--- src/rtl/id_ex_stage_if.sv ---
// ID/EX pipeline stage signal bundle: decode-side inputs, MEM/WB feedback, and EX-side outputs.
// master drives the decode/feedback side; slave is the id_ex_stage register itself.
interface id_ex_stage_if #(parameter int B = 32);
  logic         id_valid;
  logic [B-1:0] id_rs_data;
  logic [B-1:0] id_rt_data;
  logic [B-1:0] id_imm;
  logic [4:0]   id_rs_addr;
  logic [4:0]   id_rt_addr;
  logic [4:0]   id_rd_addr;
  logic [3:0]   id_alu_control;
  logic         id_alu_src;
  logic         id_reg_dst;
  logic         id_reg_write;
  logic         id_mem_read;
  logic         id_mem_write;
  logic         id_mem_to_reg;

  logic         mem_reg_write;
  logic [4:0]   mem_write_addr;
  logic [B-1:0] mem_alu_result;
  logic         wb_reg_write;
  logic [4:0]   wb_write_addr;
  logic [B-1:0] wb_write_data;

  logic         flush;
  logic         stall;

  logic [B-1:0] ex_op1;
  logic [B-1:0] ex_op2;
  logic [3:0]   ex_alu_control;
  logic [B-1:0] ex_store_data;
  logic         ex_valid;
  logic         ex_reg_write;
  logic         ex_mem_read;
  logic         ex_mem_write;
  logic         ex_mem_to_reg;
  logic [4:0]   ex_write_addr;

  modport master (
    output id_valid, id_rs_data, id_rt_data, id_imm,
    output id_rs_addr, id_rt_addr, id_rd_addr,
    output id_alu_control, id_alu_src, id_reg_dst,
    output id_reg_write, id_mem_read, id_mem_write, id_mem_to_reg,
    output mem_reg_write, mem_write_addr, mem_alu_result,
    output wb_reg_write, wb_write_addr, wb_write_data,
    output flush,
    input  stall,
    input  ex_op1, ex_op2, ex_alu_control, ex_store_data,
    input  ex_valid, ex_reg_write, ex_mem_read, ex_mem_write, ex_mem_to_reg,
    input  ex_write_addr
  );

  modport slave (
    input  id_valid, id_rs_data, id_rt_data, id_imm,
    input  id_rs_addr, id_rt_addr, id_rd_addr,
    input  id_alu_control, id_alu_src, id_reg_dst,
    input  id_reg_write, id_mem_read, id_mem_write, id_mem_to_reg,
    input  mem_reg_write, mem_write_addr, mem_alu_result,
    input  wb_reg_write, wb_write_addr, wb_write_data,
    input  flush,
    output stall,
    output ex_op1, ex_op2, ex_alu_control, ex_store_data,
    output ex_valid, ex_reg_write, ex_mem_read, ex_mem_write, ex_mem_to_reg,
    output ex_write_addr
  );
endinterface

--- src/rtl/id_ex_stage.sv ---
// ID/EX pipeline register with same-cycle WB bypass, load-use stall and bubble insertion.
// Define FORWARDING_EN for MEM/WB operand forwarding; otherwise RAW hazards stall until WB.
module id_ex_stage #(
  parameter int B = 32
) (
  input  logic      clk,
  input  logic      reset_n,
  id_ex_stage_if.slave bus
);

  logic [B-1:0] rs_val_r;
  logic [B-1:0] rt_val_r;
  logic [B-1:0] imm_r;
  logic         alu_src_r;
  logic [3:0]   alu_control_r;
  logic [4:0]   write_addr_r;
  logic         valid_r;
  logic         reg_write_r;
  logic         mem_read_r;
  logic         mem_write_r;
  logic         mem_to_reg_r;

  logic [B-1:0] rs_cap;
  logic [B-1:0] rt_cap;
  logic         load_use;
  logic         raw_stall;
  logic         stall_int;
  logic         bubble;
  logic [B-1:0] rs_fwd;
  logic [B-1:0] rt_fwd;

  // Register file writes land at the same edge we capture, so take WB data directly.
  always_comb begin
    rs_cap = bus.id_rs_data;
    rt_cap = bus.id_rt_data;
    if (bus.wb_reg_write && (bus.wb_write_addr != 5'd0) &&
        (bus.wb_write_addr == bus.id_rs_addr))
      rs_cap = bus.wb_write_data;
    if (bus.wb_reg_write && (bus.wb_write_addr != 5'd0) &&
        (bus.wb_write_addr == bus.id_rt_addr))
      rt_cap = bus.wb_write_data;
  end

  always_comb begin
    load_use = 1'b0;
    if (bus.id_valid && mem_read_r && (write_addr_r != 5'd0) &&
        ((write_addr_r == bus.id_rs_addr) || (write_addr_r == bus.id_rt_addr)))
      load_use = 1'b1;
  end

`ifdef FORWARDING_EN
  assign raw_stall = 1'b0;
`else
  // Without forwarding, any producer still in EX or MEM blocks the consumer.
  always_comb begin
    raw_stall = 1'b0;
    if (bus.id_valid) begin
      if ((bus.id_rs_addr != 5'd0) &&
          ((reg_write_r && (bus.id_rs_addr == write_addr_r)) ||
           (bus.mem_reg_write && (bus.id_rs_addr == bus.mem_write_addr))))
        raw_stall = 1'b1;
      if ((bus.id_rt_addr != 5'd0) &&
          ((reg_write_r && (bus.id_rt_addr == write_addr_r)) ||
           (bus.mem_reg_write && (bus.id_rt_addr == bus.mem_write_addr))))
        raw_stall = 1'b1;
    end
  end
`endif

  // Reset gating keeps stall low while the feedback inputs are still arbitrary.
  assign stall_int = reset_n && (load_use || raw_stall);
  assign bubble    = !bus.id_valid || bus.flush || stall_int;

  always_ff @(posedge clk or negedge reset_n) begin
    if (!reset_n) begin
      rs_val_r      <= '0;
      rt_val_r      <= '0;
      imm_r         <= '0;
      alu_src_r     <= 1'b0;
      alu_control_r <= 4'd0;
      write_addr_r  <= 5'd0;
      valid_r       <= 1'b0;
      reg_write_r   <= 1'b0;
      mem_read_r    <= 1'b0;
      mem_write_r   <= 1'b0;
      mem_to_reg_r  <= 1'b0;
    end else begin
      rs_val_r      <= rs_cap;
      rt_val_r      <= rt_cap;
      imm_r         <= bus.id_imm;
      alu_src_r     <= bus.id_alu_src;
      alu_control_r <= bus.id_alu_control;
      write_addr_r  <= bus.id_reg_dst ? bus.id_rd_addr : bus.id_rt_addr;
      valid_r       <= !bubble;
      reg_write_r   <= !bubble && bus.id_reg_write;
      mem_read_r    <= !bubble && bus.id_mem_read;
      mem_write_r   <= !bubble && bus.id_mem_write;
      mem_to_reg_r  <= !bubble && bus.id_mem_to_reg;
    end
  end

`ifdef FORWARDING_EN
  logic [4:0] rs_addr_r;
  logic [4:0] rt_addr_r;

  always_ff @(posedge clk or negedge reset_n) begin
    if (!reset_n) begin
      rs_addr_r <= 5'd0;
      rt_addr_r <= 5'd0;
    end else begin
      rs_addr_r <= bus.id_rs_addr;
      rt_addr_r <= bus.id_rt_addr;
    end
  end

  // MEM is the younger producer, so it wins over WB; $0 is never forwarded.
  always_comb begin
    rs_fwd = rs_val_r;
    if (bus.mem_reg_write && (bus.mem_write_addr != 5'd0) &&
        (bus.mem_write_addr == rs_addr_r))
      rs_fwd = bus.mem_alu_result;
    else if (bus.wb_reg_write && (bus.wb_write_addr != 5'd0) &&
             (bus.wb_write_addr == rs_addr_r))
      rs_fwd = bus.wb_write_data;

    rt_fwd = rt_val_r;
    if (bus.mem_reg_write && (bus.mem_write_addr != 5'd0) &&
        (bus.mem_write_addr == rt_addr_r))
      rt_fwd = bus.mem_alu_result;
    else if (bus.wb_reg_write && (bus.wb_write_addr != 5'd0) &&
             (bus.wb_write_addr == rt_addr_r))
      rt_fwd = bus.wb_write_data;
  end
`else
  assign rs_fwd = rs_val_r;
  assign rt_fwd = rt_val_r;
`endif

  assign bus.stall          = stall_int;
  assign bus.ex_op1         = rs_fwd;
  assign bus.ex_op2         = alu_src_r ? imm_r : rt_fwd;
  assign bus.ex_store_data  = rt_fwd;
  assign bus.ex_alu_control = alu_control_r;
  assign bus.ex_write_addr  = write_addr_r;
  assign bus.ex_valid       = valid_r;
  assign bus.ex_reg_write   = reg_write_r;
  assign bus.ex_mem_read    = mem_read_r;
  assign bus.ex_mem_write   = mem_write_r;
  assign bus.ex_mem_to_reg  = mem_to_reg_r;

endmodule

--- src/flat_wrapper.sv ---
// flat-port wrapper written by rule: the top's interface ports become plain ports
module id_ex_stage_flat 
#(
  parameter int B = 32
)
  (clk, reset_n, bus_id_valid, bus_id_rs_data, bus_id_rt_data, bus_id_imm, bus_id_rs_addr, bus_id_rt_addr, bus_id_rd_addr, bus_id_alu_control, bus_id_alu_src, bus_id_reg_dst, bus_id_reg_write, bus_id_mem_read, bus_id_mem_write, bus_id_mem_to_reg, bus_mem_reg_write, bus_mem_write_addr, bus_mem_alu_result, bus_wb_reg_write, bus_wb_write_addr, bus_wb_write_data, bus_flush, bus_stall, bus_ex_op1, bus_ex_op2, bus_ex_alu_control, bus_ex_store_data, bus_ex_valid, bus_ex_reg_write, bus_ex_mem_read, bus_ex_mem_write, bus_ex_mem_to_reg, bus_ex_write_addr);
  id_ex_stage_if #(.B(B)) bus_i ();
  input  logic clk;
  input  logic reset_n;
  input wire logic [$bits(bus_i.id_valid)-1:0] bus_id_valid;
  input wire logic [$bits(bus_i.id_rs_data)-1:0] bus_id_rs_data;
  input wire logic [$bits(bus_i.id_rt_data)-1:0] bus_id_rt_data;
  input wire logic [$bits(bus_i.id_imm)-1:0] bus_id_imm;
  input wire logic [$bits(bus_i.id_rs_addr)-1:0] bus_id_rs_addr;
  input wire logic [$bits(bus_i.id_rt_addr)-1:0] bus_id_rt_addr;
  input wire logic [$bits(bus_i.id_rd_addr)-1:0] bus_id_rd_addr;
  input wire logic [$bits(bus_i.id_alu_control)-1:0] bus_id_alu_control;
  input wire logic [$bits(bus_i.id_alu_src)-1:0] bus_id_alu_src;
  input wire logic [$bits(bus_i.id_reg_dst)-1:0] bus_id_reg_dst;
  input wire logic [$bits(bus_i.id_reg_write)-1:0] bus_id_reg_write;
  input wire logic [$bits(bus_i.id_mem_read)-1:0] bus_id_mem_read;
  input wire logic [$bits(bus_i.id_mem_write)-1:0] bus_id_mem_write;
  input wire logic [$bits(bus_i.id_mem_to_reg)-1:0] bus_id_mem_to_reg;
  input wire logic [$bits(bus_i.mem_reg_write)-1:0] bus_mem_reg_write;
  input wire logic [$bits(bus_i.mem_write_addr)-1:0] bus_mem_write_addr;
  input wire logic [$bits(bus_i.mem_alu_result)-1:0] bus_mem_alu_result;
  input wire logic [$bits(bus_i.wb_reg_write)-1:0] bus_wb_reg_write;
  input wire logic [$bits(bus_i.wb_write_addr)-1:0] bus_wb_write_addr;
  input wire logic [$bits(bus_i.wb_write_data)-1:0] bus_wb_write_data;
  input wire logic [$bits(bus_i.flush)-1:0] bus_flush;
  output wire logic [$bits(bus_i.stall)-1:0] bus_stall;
  output wire logic [$bits(bus_i.ex_op1)-1:0] bus_ex_op1;
  output wire logic [$bits(bus_i.ex_op2)-1:0] bus_ex_op2;
  output wire logic [$bits(bus_i.ex_alu_control)-1:0] bus_ex_alu_control;
  output wire logic [$bits(bus_i.ex_store_data)-1:0] bus_ex_store_data;
  output wire logic [$bits(bus_i.ex_valid)-1:0] bus_ex_valid;
  output wire logic [$bits(bus_i.ex_reg_write)-1:0] bus_ex_reg_write;
  output wire logic [$bits(bus_i.ex_mem_read)-1:0] bus_ex_mem_read;
  output wire logic [$bits(bus_i.ex_mem_write)-1:0] bus_ex_mem_write;
  output wire logic [$bits(bus_i.ex_mem_to_reg)-1:0] bus_ex_mem_to_reg;
  output wire logic [$bits(bus_i.ex_write_addr)-1:0] bus_ex_write_addr;
  assign bus_i.id_valid = bus_id_valid;
  assign bus_i.id_rs_data = bus_id_rs_data;
  assign bus_i.id_rt_data = bus_id_rt_data;
  assign bus_i.id_imm = bus_id_imm;
  assign bus_i.id_rs_addr = bus_id_rs_addr;
  assign bus_i.id_rt_addr = bus_id_rt_addr;
  assign bus_i.id_rd_addr = bus_id_rd_addr;
  assign bus_i.id_alu_control = bus_id_alu_control;
  assign bus_i.id_alu_src = bus_id_alu_src;
  assign bus_i.id_reg_dst = bus_id_reg_dst;
  assign bus_i.id_reg_write = bus_id_reg_write;
  assign bus_i.id_mem_read = bus_id_mem_read;
  assign bus_i.id_mem_write = bus_id_mem_write;
  assign bus_i.id_mem_to_reg = bus_id_mem_to_reg;
  assign bus_i.mem_reg_write = bus_mem_reg_write;
  assign bus_i.mem_write_addr = bus_mem_write_addr;
  assign bus_i.mem_alu_result = bus_mem_alu_result;
  assign bus_i.wb_reg_write = bus_wb_reg_write;
  assign bus_i.wb_write_addr = bus_wb_write_addr;
  assign bus_i.wb_write_data = bus_wb_write_data;
  assign bus_i.flush = bus_flush;
  assign bus_stall = bus_i.stall;
  assign bus_ex_op1 = bus_i.ex_op1;
  assign bus_ex_op2 = bus_i.ex_op2;
  assign bus_ex_alu_control = bus_i.ex_alu_control;
  assign bus_ex_store_data = bus_i.ex_store_data;
  assign bus_ex_valid = bus_i.ex_valid;
  assign bus_ex_reg_write = bus_i.ex_reg_write;
  assign bus_ex_mem_read = bus_i.ex_mem_read;
  assign bus_ex_mem_write = bus_i.ex_mem_write;
  assign bus_ex_mem_to_reg = bus_i.ex_mem_to_reg;
  assign bus_ex_write_addr = bus_i.ex_write_addr;
  id_ex_stage #(.B(B)) u_core (.clk(clk), .reset_n(reset_n), .bus(bus_i));
endmodule
--- config.mk ---
export PLATFORM = sky130hd
export DESIGN_NAME = id_ex_stage_flat
export DESIGN_NICKNAME = d
export VERILOG_FILES = /design/src/rtl/id_ex_stage_if.sv /design/src/rtl/id_ex_stage.sv /design/src/flat_wrapper.sv
export SDC_FILE = /design/constraint.sdc
export NUM_CORES = 1
export LEC_CHECK = 0
export ABC_AREA = 1
export CORE_MARGIN = 4
export CORE_UTILIZATION = 30
export DETAILED_ROUTE_END_ITERATION = 10
export DONT_BUFFER_PORTS = 1
export GPL_TIMING_DRIVEN = 0
export PLACE_DENSITY_LB_ADDON = 0.1
export SETUP_SLACK_MARGIN = 0.05
export SLEW_MARGIN = 20
export SYNTH_ARGS = -nofsm -noshare
export SYNTH_HDL_FRONTEND = slang
export SYNTH_SLANG_ARGS = --single-unit
--- constraint.sdc ---
create_clock -name clk -period 3.4 [get_ports clk]
set_clock_uncertainty 0.15 [all_clocks]
set_input_delay 0.85 -clock clk [delete_from_list [all_inputs] [get_ports clk]]
set_output_delay 0.85 -clock clk [all_outputs]
set_load 0.1 [all_outputs]
==> results of run 1 <==
-- power groups by stage --
stage	Sequential (W)	Combinational, W	Clock (W)
global placement	0.00190	0.000459	0
global route	0.00188	0.000488	0.00116
detailed placement	0.00190	0.000462	0
CTS	0.00187	0.000463	0.00110
floorplan	0.00188	0.000422	0
finish	0.00187	0.000460	0.00106
-- timing repair --
item	in CTS	in global routing
gates resized for setup	8	8
endpoints found under the setup margin	1	1
hold buffers	0	0
-- cells by family (layout without fill, tap and decap cells) --
family	Yosys count	after routing
flops	111	111
xor+xnor	13	13
mux	32	32
buf+inv	73	89
simple gates	148	148
compound gates	78	78
-- layout make-up --
type                            count  area [µm²]
Clock buffer                       11         253
Fill cell                        1592       10000
Buffer                             17         158
Multi-Input combinational cell    271        1640
Tap cell                          211         264
Inverter                           56         214
Clock inverter                      5        51.3
Sequential cell                   111        2800
-- per-stage QoR --
stage / area (µm²) / total power, W / utilization
2_1_floorplan: 4780 / 0.00230 / -
3_3_place_gp: 5040 / 0.00236 / 0.327
3_5_place_dp: 5040 / 0.00236 / 0.327
4_1_cts: 5360 / 0.00344 / 0.348
5_1_grt: 5380 / 0.00352 / 0.349
6_report: 5380 / 0.00339 / 0.349
-- routing by layer --
| metal | vias up | part of all wire | wire, µm |
|---|---|---|---|
| li1 | 1467 | - | - |
| met1 | 1527 | 0.37 | 5010 |
| met2 | 176 | 0.51 | 6950 |
| met3 | 17 | 0.11 | 1440 |
| met4 | 2 | 0.016 | 218 |
| met5 | - | 0.00095 | 13 |
-- synthesized netlist by cell type (all sizes together) --
| cell | count |
|---|---|
| inv | 56 |
| nor2 | 19 |
| dfrtp | 111 |
| nor4 | 2 |
| mux2 | 32 |
| a21oi | 1 |
| nor3 | 3 |
| xnor2 | 6 |
| nand4 | 3 |
| nand3 | 9 |
| clkbuf | 2 |
| nand2 | 112 |
| buf | 15 |
| xor2 | 7 |
| o21ai | 77 |
-- worst reg2reg max path, cell delays in order (launching register included) --
cell and delay, ns:
dfrtp_1 0.98, nand4_1 0.17, nand2_1 0.10, nand2_1 0.05
nand3_1 0.10, nand2_1 0.10, nand2_1 0.15, nor2_1 0.06
-- worst max path at each step --
stage | cells past startpoint | endpoint | startpoint
2_1_floorplan | 10 | bus_stall | u_core.bus.ex_write_addr[2]$_DFF_PN0_
3_3_place_gp | 10 | bus_stall | u_core.bus.ex_write_addr[1]$_DFF_PN0_
3_5_place_dp | 10 | bus_stall | u_core.bus.ex_write_addr[1]$_DFF_PN0_
4_1_cts | 10 | bus_stall | u_core.bus.ex_write_addr[3]$_DFF_PN0_
5_1_grt | 6 | bus_stall | u_core.bus.ex_reg_write$_DFF_PN0_
6_report | 6 | bus_stall | u_core.bus.ex_reg_write$_DFF_PN0_
-- cell usage in the layout (no fill, tap or decap), types with 3 or more instances in the layout --
cell	count
inv_1	53
nand4_1	3
nand2_1	112
o21ai_2	35
dfrtp_1	105
buf_2	3
clkbuf_16	9
mux2_2	32
dfrtp_4	4
nor2_1	17
xor2_1	7
xnor2_1	6
nor3_1	3
o21ai_1	30
o21ai_0	12
nand3_1	7
buf_6	12
==> impl_metrics.toml, run 1 <==
[drt]
vias = 3189
vias_per_cell = 4.68
drc_errors = 0
drtAntennaViolNets = 0
dr.first_iter.drc_count = 68
wl_per_cell_um = 20.0
drtPass1Iterations = 6
drt_wl_total_mm = 13.6

[clock_network]
clock_latency_ns = 0.35
cts_buffers = 9
cts_tree = "done"
root_buffer = "clkbuf_16"
htree_levels = 3
clk_pin_slew_ns = 0.08
post_cts_buffers = 0
clockBufferDepth = 2
cts_num_sinks = 111

[logic_synthesis]
synth_compound_area_frac = 0.109
yosysTopAreaCell = "dfrtp_1"
synth_xor_area_frac = 0.0238
synth.area.mux_share = 0.0754
avgSynthCellArea_um2 = 10.5
synth_nets = 656
yosys_warnings = 0
synth-seq-cells = 111
synth_top_family_by_area = "simple AND/OR/NAND/NOR gates"
ys_types = 19
syn_inst = 455
yosysSeqAreaShare = 0.581
synthAdderAreaFrac = 0
netlist_top_cells_area = "dfrtp_1 58%, nand2_1 8.8%, mux2_2 7.5%"
synthSimpleGateAreaFrac = 0.134
synthDominantCellAreaShare = 0.581
synthesis.area_um2 = 4780

[global_route]
grt_max_degree = 113
grt_pass1_vias = 3413
grtUsageTotal = 0.148
grt_pass1_wl_mm = 20.1
grt.met1_usage = 0.161
top_usage_layer = "met2"
overflow = 0
met2_usage = 0.259
antenna_found_initial = 1
met3_usage = 0.0641

[power]
max-vdd-ir-drop_mv = 0.255
p_int_w = 0.00204
powerDensity_nw_per_um2 = 630
seqPwrFrac = 0.553
net-switching-power_w = 0.00135
clkPwrFrac = 0.312
p_comb_frac = 0.136
p_leak_nw = 2.58
sw_frac_of_total = 0.398

[timing]
setup_viol = 0
tightestPinTransition_ns = 0.969
rsz0062_at_grt = "false"
period_minus_slack_ns = 3.20
fin_tns_setup_ns = 0
finalCritPeriodShare = 0.941
hold_viol_final = 0
whs_ns = 0.0440
maxSlewHeadroom = 0.354
drv_slew = 0
max_freq_mhz = 312
setup_slack_ns = 0.199

[critical_path]
cp.required_ns = 2.40
worst_path_largest_cell_delay_ns = 0.98
end_kind = "primary output"
r2r-start = "u_core.bus.ex_reg_write$_DFF_PN0_"
cp_num_buf_inv = 1
path_cells = "nand4_1 > nand2_1 > nand2_1 > nand3_1 > nand2_1 > clkinvlp_4"
crit_path_frequent_cell = "nand2_1"
crit_slowest_cell = "dfrtp_1"
r2r_end = "u_core.bus.ex_mem_to_reg$_DFF_PN0_"
cp-start-kind = "flip-flop"
cp.arrival_ns = 2.20
crit_type = "reg2out"
worst-r2r-cell-count = 7
rrSetupSlack_ns = 1.42
cp_top_family = "flip-flops"
cp_max_fo = 3

[worst_hold_path]
hold_class = "in2async"

[final_layout]
syn2layout_area_growth_pct = 12.5
stdcell_count = 682
antenna_cells = 0
layout-drive-gt1-share = 0.242
finalNetCount = 667

[floorplan]
rows = 45
die_area_um2 = 18000
die-width_um = 134
start_util = 0.310
die_y_um = 134
core_region_area_um2 = 15400
floorplan.io_pins = 312

[status]
outcome = "complete, no violations"

[place]
dp_hpwl_mm = 10.5
pre_cts_ws_ns = -0.182
gp_congestion = 0.784
placed_cells = 666
portBuffers = 0

[run]
maxCapViolCount = 0
(Power assumes the default switching activity.)
==> run 2, diff against run 1 <==
--- a/config.mk
+++ b/config.mk
@@ -8,6 +8,7 @@
 export ABC_AREA = 1
 export CORE_MARGIN = 4
 export CORE_UTILIZATION = 30
+export CTS_CLUSTER_DIAMETER = 80
 export DETAILED_ROUTE_END_ITERATION = 10
 export DONT_BUFFER_PORTS = 1
 export GPL_TIMING_DRIVEN = 0
==> results of run 2 <==
Final layout, timing and power as in run 1 (identical DEF).
==> run 3, diff against run 2 <==
--- a/config.mk
+++ b/config.mk
@@ -6,10 +6,10 @@
 export NUM_CORES = 1
 export LEC_CHECK = 0
 export ABC_AREA = 1
-export CORE_MARGIN = 4
-export CORE_UTILIZATION = 30
+export CORE_AREA = 4 4 118 120
 export CTS_CLUSTER_DIAMETER = 80
 export DETAILED_ROUTE_END_ITERATION = 10
+export DIE_AREA = 0 0 122 124
 export DONT_BUFFER_PORTS = 1
 export GPL_TIMING_DRIVEN = 0
 export PLACE_DENSITY_LB_ADDON = 0.1
==> run 3 against run 2 <==
Critical endpoint unchanged. First-iteration DRC count is 74% higher. Setup slack better by 0.031 ns. Utilization is 6.3 points higher. Largest cell class unchanged. Global-route usage is 1.7 points higher. Maximum frequency is 0.99% higher. Critical path type unchanged. Flip-flop and latch count stayed put. Worst hold slack worse by 0.0078 ns. Combinational power hardly changed. Clock power hardly changed. Largest power group unchanged.
==> impl_metrics.toml, run 3 (synthesis results as in run 1) <==
[timing]
period_minus_slack_ns = 3.17
max_freq_mhz = 315
hold_viol_final = 0
setup_slack_ns = 0.230
rsz0062_at_grt = "false"
fin_tns_setup_ns = 0
tightestPinTransition_ns = 0.957
whs_ns = 0.0362
finalCritPeriodShare = 0.932
setup_viol = 0
drv_slew = 0
maxSlewHeadroom = 0.362

[final_layout]
layout-drive-gt1-share = 0.242
final_cell_mix = "112 x nand2_1, 105 x dfrtp_1, 52 x inv_1, 35 x o21ai_2, 32 x mux2_2"
fillers = 1333
multiInputGateArea_um2 = 1640
seqCellArea_um2 = 2800
stdcell_count = 647
antenna_cells = 0
syn2layout_area_growth_pct = 11.7
finalNetCount = 667
final_common_cell = "nand2_1"

[critical_path]
cp.required_ns = 2.40
crit_type = "reg2out"
cp_max_fo = 2
cp.arrival_ns = 2.17
end_kind = "primary output"
cp-start-kind = "flip-flop"

[place]
pre_cts_ws_ns = -0.187
dp_hpwl_mm = 10.0
portBuffers = 0
gp_congestion = 0.807
placed_cells = 631

[drt]
drtAntennaViolNets = 0
drt_wl_total_mm = 13.1
vias_per_cell = 4.96
drtPass1Iterations = 5
vias = 3206
dr.first_iter.drc_count = 118
wl_per_cell_um = 20.2
drc_errors = 0

[floorplan]
core_region_area_um2 = 13000
floorplan.io_pins = 312
die-width_um = 122
start_util = 0.368
die_area_um2 = 15100
rows = 42
die_y_um = 124

[clock_network]
clockBufferDepth = 2
htree_levels = 3
clock_latency_ns = 0.35
cts_tree = "done"
post_cts_buffers = 0
clk_pin_slew_ns = 0.08
cts_buffers = 9
cts_num_sinks = 111
root_buffer = "clkbuf_16"

[power]
max-vdd-ir-drop_mv = 0.252
powerDensity_nw_per_um2 = 640
power_w = 0.00342
p_leak_nw = 2.58

[global_route]
antenna_found_initial = 1
overflow = 0
grt_pass1_wl_mm = 18.6
grt_pass1_vias = 3373
grtUsageTotal = 0.165
grt_max_degree = 113

[run]
maxCapViolCount = 0

[status]
outcome = "complete, no violations"

[worst_hold_path]
hold_class = "in2async"
run 3: per-layer routing:
metal  vias up  part of all wire  GRT usage
li1       1466                 -          -
met1      1530              0.36      0.186
met2       189              0.49      0.275
met3        19              0.12     0.0722
met4         2             0.020     0.0665
met5         -           0.00099          0
run 3: critical path, stage by stage, from the launching register on:
cell        delay (ns)
dfrtp_1           0.94
o21ai_0           0.20
inv_1             0.09
nand2_1           0.05
nand3_1           0.09
nand2_1           0.11
clkinvlp_4        0.35
run 3: final timing paths:
path	from	endpoint	slack (ns)	depth (start not counted)
max	u_core.bus.ex_mem_read$_DFF_PN0_	bus_stall	0.23	6
min	reset_n	u_core.bus.ex_op1[16]$_DFF_PN0_	0.04	0
max reg2reg	u_core.bus.ex_mem_read$_DFF_PN0_	u_core.bus.ex_reg_write$_DFF_PN0_	1.45	7
min reg2reg	u_core.bus.ex_reg_write$_DFF_PN0_	u_core.bus.ex_valid$_DFF_PN0_	1.21	7
max in group asynchronous	reset_n	u_core.bus.ex_write_addr[3]$_DFF_PN0_	2.89	0
min in group clk	bus_id_imm[18]	u_core.imm_r[18]$_DFF_PN0_	0.37	0
run 3: power by group:
part	leakage [nW]	total (W)	switching [W]	internal (W)
Clock	0.148	0.00109	0.000503	0.000585
Sequential	1.30	0.00187	0.000482	0.00139
Combinational	1.13	0.000458	0.000361	0.0000977
Total	2.58	0.00342	0.00135	0.00207
run 3: area by class of cell:
class,instances,share of cell area
buffer,17,0.0295
clock buffer,10,0.0429
clock inverter,6,0.0148
inverter,56,0.0401
multi-input combinational,271,0.308
sequential,111,0.524
tap,176,0.0413
run 3: timing repair:
item | 4_1_cts | 5_1_grt
hold buffers | 0 | 0
gates cloned | 0 | 0
setup endpoints to repair | 1 | 1
gates resized for setup | 8 | 9
run 3: stage by stage:
step / cell area (µm²) / util
4_1_cts: 5320 / 0.410
3_3_place_gp: 5000 / 0.385
5_1_grt: 5340 / 0.411
6_report: 5340 / 0.411
3_5_place_dp: 5000 / 0.385
2_1_floorplan: 4780 / -
